## src/rtl/secuenciador_lectura_rtc.sv

```systemverilog
// secuenciador_lectura_rtc
// Once per frame, reads the 11 time/timer registers of a multiplexed-bus RTC,
// converts each BCD byte to binary and streams the results (preceded by
// N_DUMMY zero bytes) with a one-cycle valid strobe to the VGA display.
// Optional build macro: RTC_TRANSFER_EN -- issues a 0xF0 transfer command
// before the first address write so the RTC latches its time registers.
module secuenciador_lectura_rtc #(
   parameter int unsigned T_PULSE = 4,
   parameter int unsigned T_GAP   = 2,
   parameter int unsigned N_DUMMY = 4
) (
   input  logic       clk,
   input  logic       reset,
   input  logic       start,
   input  logic [7:0] ad_in,
   output logic [7:0] ad_out,
   output logic       ad_oe,
   output logic       cs_n,
   output logic       rd_n,
   output logic       wr_n,
   output logic       a_d,
   output logic [7:0] dato,
   output logic       dato_valid,
   output logic       busy,
   output logic       done
);

   localparam logic [3:0] S_IDLE     = 4'd0;
   localparam logic [3:0] S_DUMMY    = 4'd1;
`ifdef RTC_TRANSFER_EN
   localparam logic [3:0] S_CMD_WR   = 4'd2;
   localparam logic [3:0] S_CMD_GAP  = 4'd3;
`endif
   localparam logic [3:0] S_ADDR_WR  = 4'd4;
   localparam logic [3:0] S_ADDR_GAP = 4'd5;
   localparam logic [3:0] S_DATA_RD  = 4'd6;
   localparam logic [3:0] S_DATA_GAP = 4'd7;
   localparam logic [3:0] S_EMIT     = 4'd8;
   localparam logic [3:0] S_DONE     = 4'd9;

   // First bus phase after the dummy bytes (or straight after start).
`ifdef RTC_TRANSFER_EN
   localparam logic [3:0] S_FIRST    = S_CMD_WR;
`else
   localparam logic [3:0] S_FIRST    = S_ADDR_WR;
`endif

   localparam logic [3:0] PULSE_LAST = 4'(T_PULSE - 1);
   localparam logic [3:0] GAP_LAST   = 4'(T_GAP - 1);
   localparam logic [3:0] DUMMY_LAST = 4'(N_DUMMY - 1);
   localparam logic [3:0] IDX_LAST   = 4'd10;
   localparam logic [7:0] CMD_XFER   = 8'hF0;

   logic [3:0] state_q, state_d;
   logic [3:0] cnt_q, cnt_d;
   logic [3:0] idx_q, idx_d;
   logic [7:0] raw_q;

   logic       cs_n_q, cs_n_d;
   logic       rd_n_q, rd_n_d;
   logic       wr_n_q, wr_n_d;
   logic       a_d_q, a_d_d;
   logic       ad_oe_q, ad_oe_d;
   logic [7:0] ad_out_q, ad_out_d;
   logic [7:0] dato_q, dato_d;
   logic       dato_valid_q, dato_valid_d;
   logic       busy_q, busy_d;
   logic       done_q, done_d;

   // RTC register address table, in read order.
   function automatic logic [7:0] rtc_addr(input logic [3:0] idx);
      logic [7:0] addr;
      case (idx)
         4'd0:    addr = 8'h21;
         4'd1:    addr = 8'h22;
         4'd2:    addr = 8'h23;
         4'd3:    addr = 8'h24;
         4'd4:    addr = 8'h25;
         4'd5:    addr = 8'h26;
         4'd6:    addr = 8'h27;
         4'd7:    addr = 8'h28;
         4'd8:    addr = 8'h41;
         4'd9:    addr = 8'h42;
         4'd10:   addr = 8'h43;
         default: addr = 8'h00;
      endcase
      return addr;
   endfunction

   // Packed BCD to binary; any nibble above 9 flags the byte as 0xFF.
   function automatic logic [7:0] bcd_to_bin(input logic [7:0] bcd);
      logic [6:0] bin;
      if ((bcd[7:4] > 4'd9) || (bcd[3:0] > 4'd9)) begin
         return 8'hFF;
      end
      bin = 7'(bcd[7:4]) * 7'd10 + 7'(bcd[3:0]);
      return {1'b0, bin};
   endfunction

   // Sequencer next state: phase counter, register index and state.
   always_comb begin
      state_d = state_q;
      cnt_d   = cnt_q + 4'd1;
      idx_d   = idx_q;
      case (state_q)
         S_IDLE: begin
            cnt_d = 4'd0;
            if (start) begin
               state_d = (N_DUMMY != 0) ? S_DUMMY : S_FIRST;
            end
         end
         S_DUMMY: begin
            if (cnt_q == DUMMY_LAST) begin
               state_d = S_FIRST;
               cnt_d   = 4'd0;
            end
         end
`ifdef RTC_TRANSFER_EN
         S_CMD_WR: begin
            if (cnt_q == PULSE_LAST) begin
               state_d = S_CMD_GAP;
               cnt_d   = 4'd0;
            end
         end
         S_CMD_GAP: begin
            if (cnt_q == GAP_LAST) begin
               state_d = S_ADDR_WR;
               cnt_d   = 4'd0;
            end
         end
`endif
         S_ADDR_WR: begin
            if (cnt_q == PULSE_LAST) begin
               state_d = S_ADDR_GAP;
               cnt_d   = 4'd0;
            end
         end
         S_ADDR_GAP: begin
            if (cnt_q == GAP_LAST) begin
               state_d = S_DATA_RD;
               cnt_d   = 4'd0;
            end
         end
         S_DATA_RD: begin
            if (cnt_q == PULSE_LAST) begin
               state_d = S_DATA_GAP;
               cnt_d   = 4'd0;
            end
         end
         S_DATA_GAP: begin
            if (cnt_q == GAP_LAST) begin
               state_d = S_EMIT;
               cnt_d   = 4'd0;
            end
         end
         S_EMIT: begin
            cnt_d = 4'd0;
            if (idx_q == IDX_LAST) begin
               state_d = S_DONE;
            end else begin
               idx_d   = idx_q + 4'd1;
               state_d = S_ADDR_WR;
            end
         end
         S_DONE: begin
            cnt_d   = 4'd0;
            idx_d   = 4'd0;
            state_d = S_IDLE;
         end
         default: begin
            cnt_d   = 4'd0;
            idx_d   = 4'd0;
            state_d = S_IDLE;
         end
      endcase
   end

   // Output decode from the upcoming state so every output is a flop that
   // lines up exactly with the state it belongs to.
   always_comb begin
      cs_n_d       = 1'b1;
      rd_n_d       = 1'b1;
      wr_n_d       = 1'b1;
      a_d_d        = 1'b0;
      ad_oe_d      = 1'b0;
      ad_out_d     = ad_out_q;
      dato_d       = dato_q;
      dato_valid_d = 1'b0;
      busy_d       = 1'b1;
      done_d       = 1'b0;
      case (state_d)
         S_IDLE: busy_d = 1'b0;
         S_DUMMY: begin
            dato_d       = 8'd0;
            dato_valid_d = 1'b1;
         end
`ifdef RTC_TRANSFER_EN
         S_CMD_WR: begin
            cs_n_d   = 1'b0;
            wr_n_d   = 1'b0;
            ad_oe_d  = 1'b1;
            ad_out_d = CMD_XFER;
         end
         S_CMD_GAP: ad_oe_d = 1'b1;
`endif
         S_ADDR_WR: begin
            cs_n_d   = 1'b0;
            wr_n_d   = 1'b0;
            ad_oe_d  = 1'b1;
            ad_out_d = rtc_addr(idx_d);
         end
         S_ADDR_GAP: ad_oe_d = 1'b1;
         S_DATA_RD: begin
            cs_n_d = 1'b0;
            rd_n_d = 1'b0;
            a_d_d  = 1'b1;
         end
         S_DATA_GAP: busy_d = 1'b1;
         S_EMIT: begin
            dato_d       = bcd_to_bin(raw_q);
            dato_valid_d = 1'b1;
         end
         S_DONE: begin
            busy_d = 1'b0;
            done_d = 1'b1;
         end
         default: busy_d = 1'b0;
      endcase
   end

   // Control state and registered outputs; reset drives the bus idle at once.
   always_ff @(posedge clk or negedge reset) begin
      if (!reset) begin
         state_q      <= S_IDLE;
         cnt_q        <= 4'd0;
         idx_q        <= 4'd0;
         cs_n_q       <= 1'b1;
         rd_n_q       <= 1'b1;
         wr_n_q       <= 1'b1;
         a_d_q        <= 1'b0;
         ad_oe_q      <= 1'b0;
         ad_out_q     <= 8'h00;
         dato_q       <= 8'h00;
         dato_valid_q <= 1'b0;
         busy_q       <= 1'b0;
         done_q       <= 1'b0;
      end else begin
         state_q      <= state_d;
         cnt_q        <= cnt_d;
         idx_q        <= idx_d;
         cs_n_q       <= cs_n_d;
         rd_n_q       <= rd_n_d;
         wr_n_q       <= wr_n_d;
         a_d_q        <= a_d_d;
         ad_oe_q      <= ad_oe_d;
         ad_out_q     <= ad_out_d;
         dato_q       <= dato_d;
         dato_valid_q <= dato_valid_d;
         busy_q       <= busy_d;
         done_q       <= done_d;
      end
   end

   // Capture the RTC byte on the edge that closes the read strobe.
   always_ff @(posedge clk) begin
      if ((state_q == S_DATA_RD) && (cnt_q == PULSE_LAST)) begin
         raw_q <= ad_in;
      end
   end

   assign cs_n       = cs_n_q;
   assign rd_n       = rd_n_q;
   assign wr_n       = wr_n_q;
   assign a_d        = a_d_q;
   assign ad_oe      = ad_oe_q;
   assign ad_out     = ad_out_q;
   assign dato       = dato_q;
   assign dato_valid = dato_valid_q;
   assign busy       = busy_q;
   assign done       = done_q;

endmodule

```

## config.mk

```make
export PLATFORM = sky130hd
export DESIGN_NAME = secuenciador_lectura_rtc
export DESIGN_NICKNAME = d
export VERILOG_FILES = /design/src/rtl/secuenciador_lectura_rtc.sv
export SDC_FILE = /design/constraint.sdc
export NUM_CORES = 1
export LEC_CHECK = 0
export BUFFER_PORTS_ARGS = -buffer_cell sky130_fd_sc_hd__buf_2
export CAP_MARGIN = 20
export CELL_PAD_IN_SITES_DETAIL_PLACEMENT = 0
export CELL_PAD_IN_SITES_GLOBAL_PLACEMENT = 1
export CORE_UTILIZATION = 42
export CTS_BUF_LIST = sky130_fd_sc_hd__clkbuf_8
export DETAILED_ROUTE_END_ITERATION = 8
export GPL_TIMING_DRIVEN = 0
export PLACE_DENSITY_LB_ADDON = 0.1
export SLEW_MARGIN = 20
export SYNTH_ARGS = -nofsm -noshare
export SYNTH_HDL_FRONTEND = slang
export SYNTH_SLANG_ARGS = --single-unit
```

## constraint.sdc

```tcl
create_clock -name clk -period 2.5 [get_ports clk]
set_input_delay 0.25 -clock clk [delete_from_list [all_inputs] [get_ports clk]]
set_output_delay 0.25 -clock clk [all_outputs]
set_load 0.05 [all_outputs]
```

# Yosys cells after proc, flatten, opt, wreduce, memory -nomap -nowiden
# Memories as Yosys holds them, arrays and structs flattened. A register that Yosys moved wholly into a read port is not among the register bits.
# Index checks and enable logic that the tools add are counted.
[word_totals]
reg_bits = 44
rom_bits = 96
input_bits = 11
output_inout_bits = 24
memories = 1
[mem_list]
columns = ["name", "depth", "width", "read_ports", "rd_ports_with_merged_regs", "wr", "line_no", "text"]
rows = [
  ["(name not given)", 16, 6, 1, 1, 0, "73", "case (idx)"],
]
[classes]
add_sub_neg = 3
n_mul = 1
order_cmp = 2
n_eq_ne = 16
mux = 26
reduce_logical = 12
[ops]
columns = ["operator", "count"]
rows = [
  ["$mux W4", 10],
  ["$eq A4 B3 Y1 const B", 8],
  ["$pmux W4 S7", 1],
  ["$eq A4 B4 Y1 const B", 4],
  ["$mux W8", 2],
  ["$pmux W4 S2", 2],
  ["$pmux W8 S2", 1],
  ["$eq A4 B1 Y1 const B", 3],
  ["$reduce_or A6 Y1", 2],
  ["$mux W1", 10],
  ["$add A4 B1 Y4 const B", 2],
  ["$gt A4 B4 Y1 const B", 2],
  ["$reduce_or A2 Y1", 4],
  ["$add A7 B4 Y7", 1],
  ["$mul A4 B3 Y6 const B", 1],
  ["$eq A4 B2 Y1 const B", 1],
  ["$logic_not A4 Y1", 1],
  ["$reduce_or A3 Y1", 1],
  ["$reduce_bool A2 Y1", 1],
  ["$logic_and A1 B1 Y1", 1],
  ["$logic_not A1 Y1", 1],
  ["$logic_or A1 B1 Y1", 1],
]

# Logic depth before layout (Yosys ltp)
[depth]
ltp_word = 7
mapped_depth = 9
mapped_depth_nobuf = 9

# Worst setup path after synthesis
# Ideal clock, no wire load.
[synth_path]
path_type = "register -> register"
startpoint = "register cnt_q[0]"
endpoint = "register raw_q[0] (enable)"
setup_time_ps = 395
arrival_ps = 1944
required_time_ps = 2105
path_slack_ps = 162
path_stages_with_launch = 4
n_path_buf = 0
period_less_slack_ps = 2338
cell_sequence = "dfrtp_1 -> ha_1 -> or3b_2 -> nor4_1"
[synth_between]
elab_chain_cells = 2
[synth_lines]
columns = ["element", "line_no", "text"]
rows = [
  ["start: declaration", "55", "logic [3:0] cnt_q, cnt_d;"],
  ["start signal: assignment", "249", "cnt_q <= cnt_d;"],
  ["$eq A4 B2 Y1", "266", "if ((state_q == S_DATA_RD) && (cnt_q == PULSE_LAST)) begin"],
  ["$logic_and A1 B1 Y1", "266", ""],
  ["end signal: assignment", "267", "raw_q <= ad_in;"],
  ["end: declaration", "57", "logic [7:0] raw_q;"],
]
# Every way passes these cells.
# A chain may end at the register's enable or synchronous reset.

# Worst setup path in the final report
[layout_path]
startpoint = "register cnt_q[1]"
endpoint = "register ad_out_q[0] (netlist: ad_out[0])"
[layout_between]
elab_chain_cells = 4
[layout_lines]
columns = ["element", "line_no", "text"]
rows = [
  ["$eq A4 B1 Y1 / $eq A4 B2 Y1 (equally long branches)", "n/a", ""],
  ["$mux W4 (on tied branches)", "n/a", ""],
  ["$pmux W4 S7 (*)", "105", "case (state_q)"],
  ["named net state_d[0]", "54", "logic [3:0] state_q, state_d;"],
  ["$eq A4 B3 Y1 (*)", "191", "case (state_d)"],
  ["end: declaration", "64", "logic [7:0] ad_out_q, ad_out_d;"],
]
# The timed path passes the listed nets; every way through them passes the cells marked *.

==> flow_metrics.env <==
export IMPL_rows=25
export IMPL_dpl_hpwl_um=2990
export IMPL_p_int_uw=998
export IMPL_synth_seq_cells=42
export IMPL_crit_arrival_ns=2.61
export IMPL_critPathTopFamily="simple AND/OR/NAND/NOR gates"
export IMPL_wl_per_cell_um=14.4
export IMPL_fin_nets=241
export IMPL_cts_sinks=42
export IMPL_netlist_area_mm2=0.00209
export IMPL_synth_cells=175
export IMPL_final_common_cell="buf_2"
export IMPL_remaining_drc_errors=0
export IMPL_reg2reg_from="cnt_q[1]"
export IMPL_hold_path_class="in2async"
export IMPL_synth_cell_types=53
export IMPL_wl_um=4080
export IMPL_synth_avg_cell_area_um2=11.9
export IMPL_ir_drop_v=0.000297
export IMPL_synth_top_family_by_area="compound AO/OA/AOI/OAI gates"
export IMPL_clock_skew_ns=0.00596
export IMPL_die_h_um=72.5
export IMPL_final_cell_mix="buf_2, dfrtp_1, inv_1, nor2_1, ha_1"
export IMPL_cellPowerDensity_mw_per_mm2=505
export IMPL_synth_edff_count=8
export IMPL_finalCritPeriodShare_pct=97.3
export IMPL_yosys_area_top_type_share_pct=37.1
export IMPL_hold_viol=0
export IMPL_setup_slack_ns=0.0669
export IMPL_synth_xor_area_share_pct=2.93
export IMPL_grt_overflow=0
export IMPL_r2r_end="ad_out[0]"
export IMPL_critPathMaxStageDelay_ns=0.40
export IMPL_synthFlopType="dfrtp_1"
export IMPL_wl_met3_um=136
export IMPL_cts_root_buf="clkbuf_8"
export IMPL_reg2regPathDepth=9
export IMPL_io_pins=35
export IMPL_final_util_pct=52.1
export IMPL_cts_made_buffers=5
export IMPL_layout_drive_gt1_share_pct=30.4
export IMPL_cp_slowest_cell="dfrtp_1"
export IMPL_grt_max_degree=35
export IMPL_report_final_slew_viol_count=0
export IMPL_clkPwrFrac_pct=42.1
export IMPL_dr_max_layer_used="met4"
export IMPL_synthAdderAreaFrac_pct=9.10
export IMPL_fin_cells=284
export IMPL_num_antenna_cells=0
export IMPL_die_area_mm2=0.00526
export IMPL_p_seq_share_pct=55.8
export IMPL_cts_tree="yes"
export IMPL_core_area_mm2=0.00475
export IMPL_path_max_fanout=7
export IMPL_swShare_pct=20.1
export IMPL_synthMuxAreaShare_pct=3.17
export IMPL_required_ns=2.68
export IMPL_cts_path_max_buffers=2
export IMPL_fp_dieW_um=72.5
export IMPL_ys_seq_area_share_pct=52.4
export IMPL_end_kind="flip-flop"
export IMPL_postRouteAntennaNets=0
export IMPL_synth_area_leader_cell="dfrtp_1"
export IMPL_finalSetupViolCount=0
export IMPL_crit_end="ad_out[0]"
export IMPL_dr_pass1_iters=4
export IMPL_track_usage_pct=17.4
export IMPL_hold_buffers=0
export IMPL_crit_cells=9
export IMPL_combPwrFrac_pct=2.2
export IMPL_p_switching_uw=251
export IMPL_avgViaCountPerCell=5.10
export IMPL_gp_congestion=0.856
export IMPL_wl_met2_um=2060
export IMPL_outcome="completed"
export IMPL_drtIter0Drc=69
export IMPL_antenna_found_initial=0
export IMPL_cp_cell_sequence="inv_1 -> ha_1 -> nor4bb_1 -> buf_2 -> mux2_2 -> o211ai_4 -> or3_1 -> buf_6 -> mux2_4"
export IMPL_fmax_ghz=0.411
export IMPL_design_area_mm2=0.00248
export IMPL_min_period_ns=2.43
export IMPL_clk_pin_slew_ns=0.08
export IMPL_num_fill_cells=427
export IMPL_max_slew_margin_pct=42.9
export IMPL_synthArstFlopShare_pct=81.0
export IMPL_synth_compound_area_share_pct=13.7
export IMPL_r2r_slack_ns=0.07
export IMPL_grt_pass1_vias=1473
export IMPL_worst_pin_slew_ns=0.849
export IMPL_crit_type="reg2reg"
export IMPL_dp_slack_ns=0.0508
export IMPL_placedInstanceArea_mm2=0.00234
export IMPL_wl_met1_um=1820
export IMPL_grt_pass1_wl_um=6880
export IMPL_max_cap_viol_count=0
export IMPL_clk_latency_ns=0.29
export IMPL_crit_start="cnt_q[1]"
export IMPL_ys_warn_count=0
export IMPL_syn2layout_area_growth_pct=18.5
export IMPL_start_kind="flip-flop"
export IMPL_synthTopCellsByArea="dfrtp_1, edfxtp_1, ha_1"
export IMPL_power_leakage_nw=1.15
export IMPL_vias=1448
export IMPL_h_tree_depth=2
export IMPL_io_buffers=32
export IMPL_initial_core_util_pct=43.9
export IMPL_synthSimpleGateAreaFrac_pct=13.0
export IMPL_path_buf_inv=3
export IMPL_placed_cells=275
[state kept, by name (all words and copies together) (netlist names), 4 cells and up]
name / count
idx_q: 4
ad_out: 6
raw_q: 8
state_q: 4
cnt_q: 4
dato: 8
[through the flow]
step	TNS, ns	hold slack, ns	power [mW]
final	0	0.0185	1.25
after global routing	-0.0820	0.0835	1.29
after CTS	0	0.0415	1.27
after detailed placement	0	0.364	0.739
after global placement	-0.706	0.352	0.738
after floorplan	0	-0.0456	0.720
[cell type report]
type / count / area (um^2) / area share, %
multi-input combinational: 112 / 905 / 36.5
inverter: 15 / 56.3 / 2.27
clock buffer: 5 / 68.8 / 2.78
buffer: 7 / 58.8 / 2.37
timing repair buffer: 33 / 168 / 6.77
clock inverter: 3 / 41.3 / 1.67
tap: 67 / 83.8 / 3.39
sequential: 42 / 1090 / 44.2
[timing repair]
| item | 4_1_cts | 5_1_grt |
|---|---|---|
| setup endpoints to repair | 0 | 13 |
| resized for setup | 0 | 3 |
| setup buffers | 0 | 1 |
[cell usage after synthesis, drive strengths merged, types with 2 or more instances]
library cell  instances
nand2                 5
inv                  15
edfxtp                8
o21ai                 9
or4b                  2
buf                   7
a2111oi               2
o2bb2ai               9
ha                   12
a21o                  3
mux2                  4
nand3                 2
nor3                  2
xnor2                 6
fa                    2
dfrtp                31
o22ai                 2
nor2b                 2
nor2                 18
a21oi                 5
or3                   2
dfstp                 3
[routing by layer]
metal  up-vias  global-route usage [%]
met3         5                    4.31
met4         0                    6.54
met2        28                    30.0
met5         -                       0
li1        701                       -
met1       714                    21.0
[power groups by stage]
stage / clock (mW) / combinational [mW] / sequential [mW]
final: 0.525 / 0.0270 / 0.697
after global placement: 0 / 0.0271 / 0.711
after CTS: 0.541 / 0.0279 / 0.697
after floorplan: 0 / 0.00897 / 0.711
after global routing: 0.566 / 0.0308 / 0.697
after detailed placement: 0 / 0.0278 / 0.711
[worst min-delay path by stage]
stage               end  cells past startpoint
2_1_floorplan       a_d                      0
3_3_place_gp   idx_q[0]                      1
3_5_place_dp       done                      1
4_1_cts            done                      1
5_1_grt        idx_q[0]                      1
6_report           done                      1
[worst register-to-register path, stage by stage, from the launching register on]
cell and delay (ns):
dfrtp_1 0.40, inv_1 0.06, ha_1 0.15, nor4bb_1 0.32, buf_2 0.23, mux2_2 0.19, o211ai_4 0.12, or3_1 0.39
buf_6 0.15, mux2_4 0.29
[logic make-up after synthesis]
group / after synthesis
AO/OA/AOI/OAI: 39
XOR/XNOR: 7
adder cells (fa/ha/maj): 14
buffers and inverters: 22
flip-flops: 42
multiplexers: 5
other: 1
AND/OR/NAND/NOR: 45
Note: power is estimated with default switching activity, not from simulation.
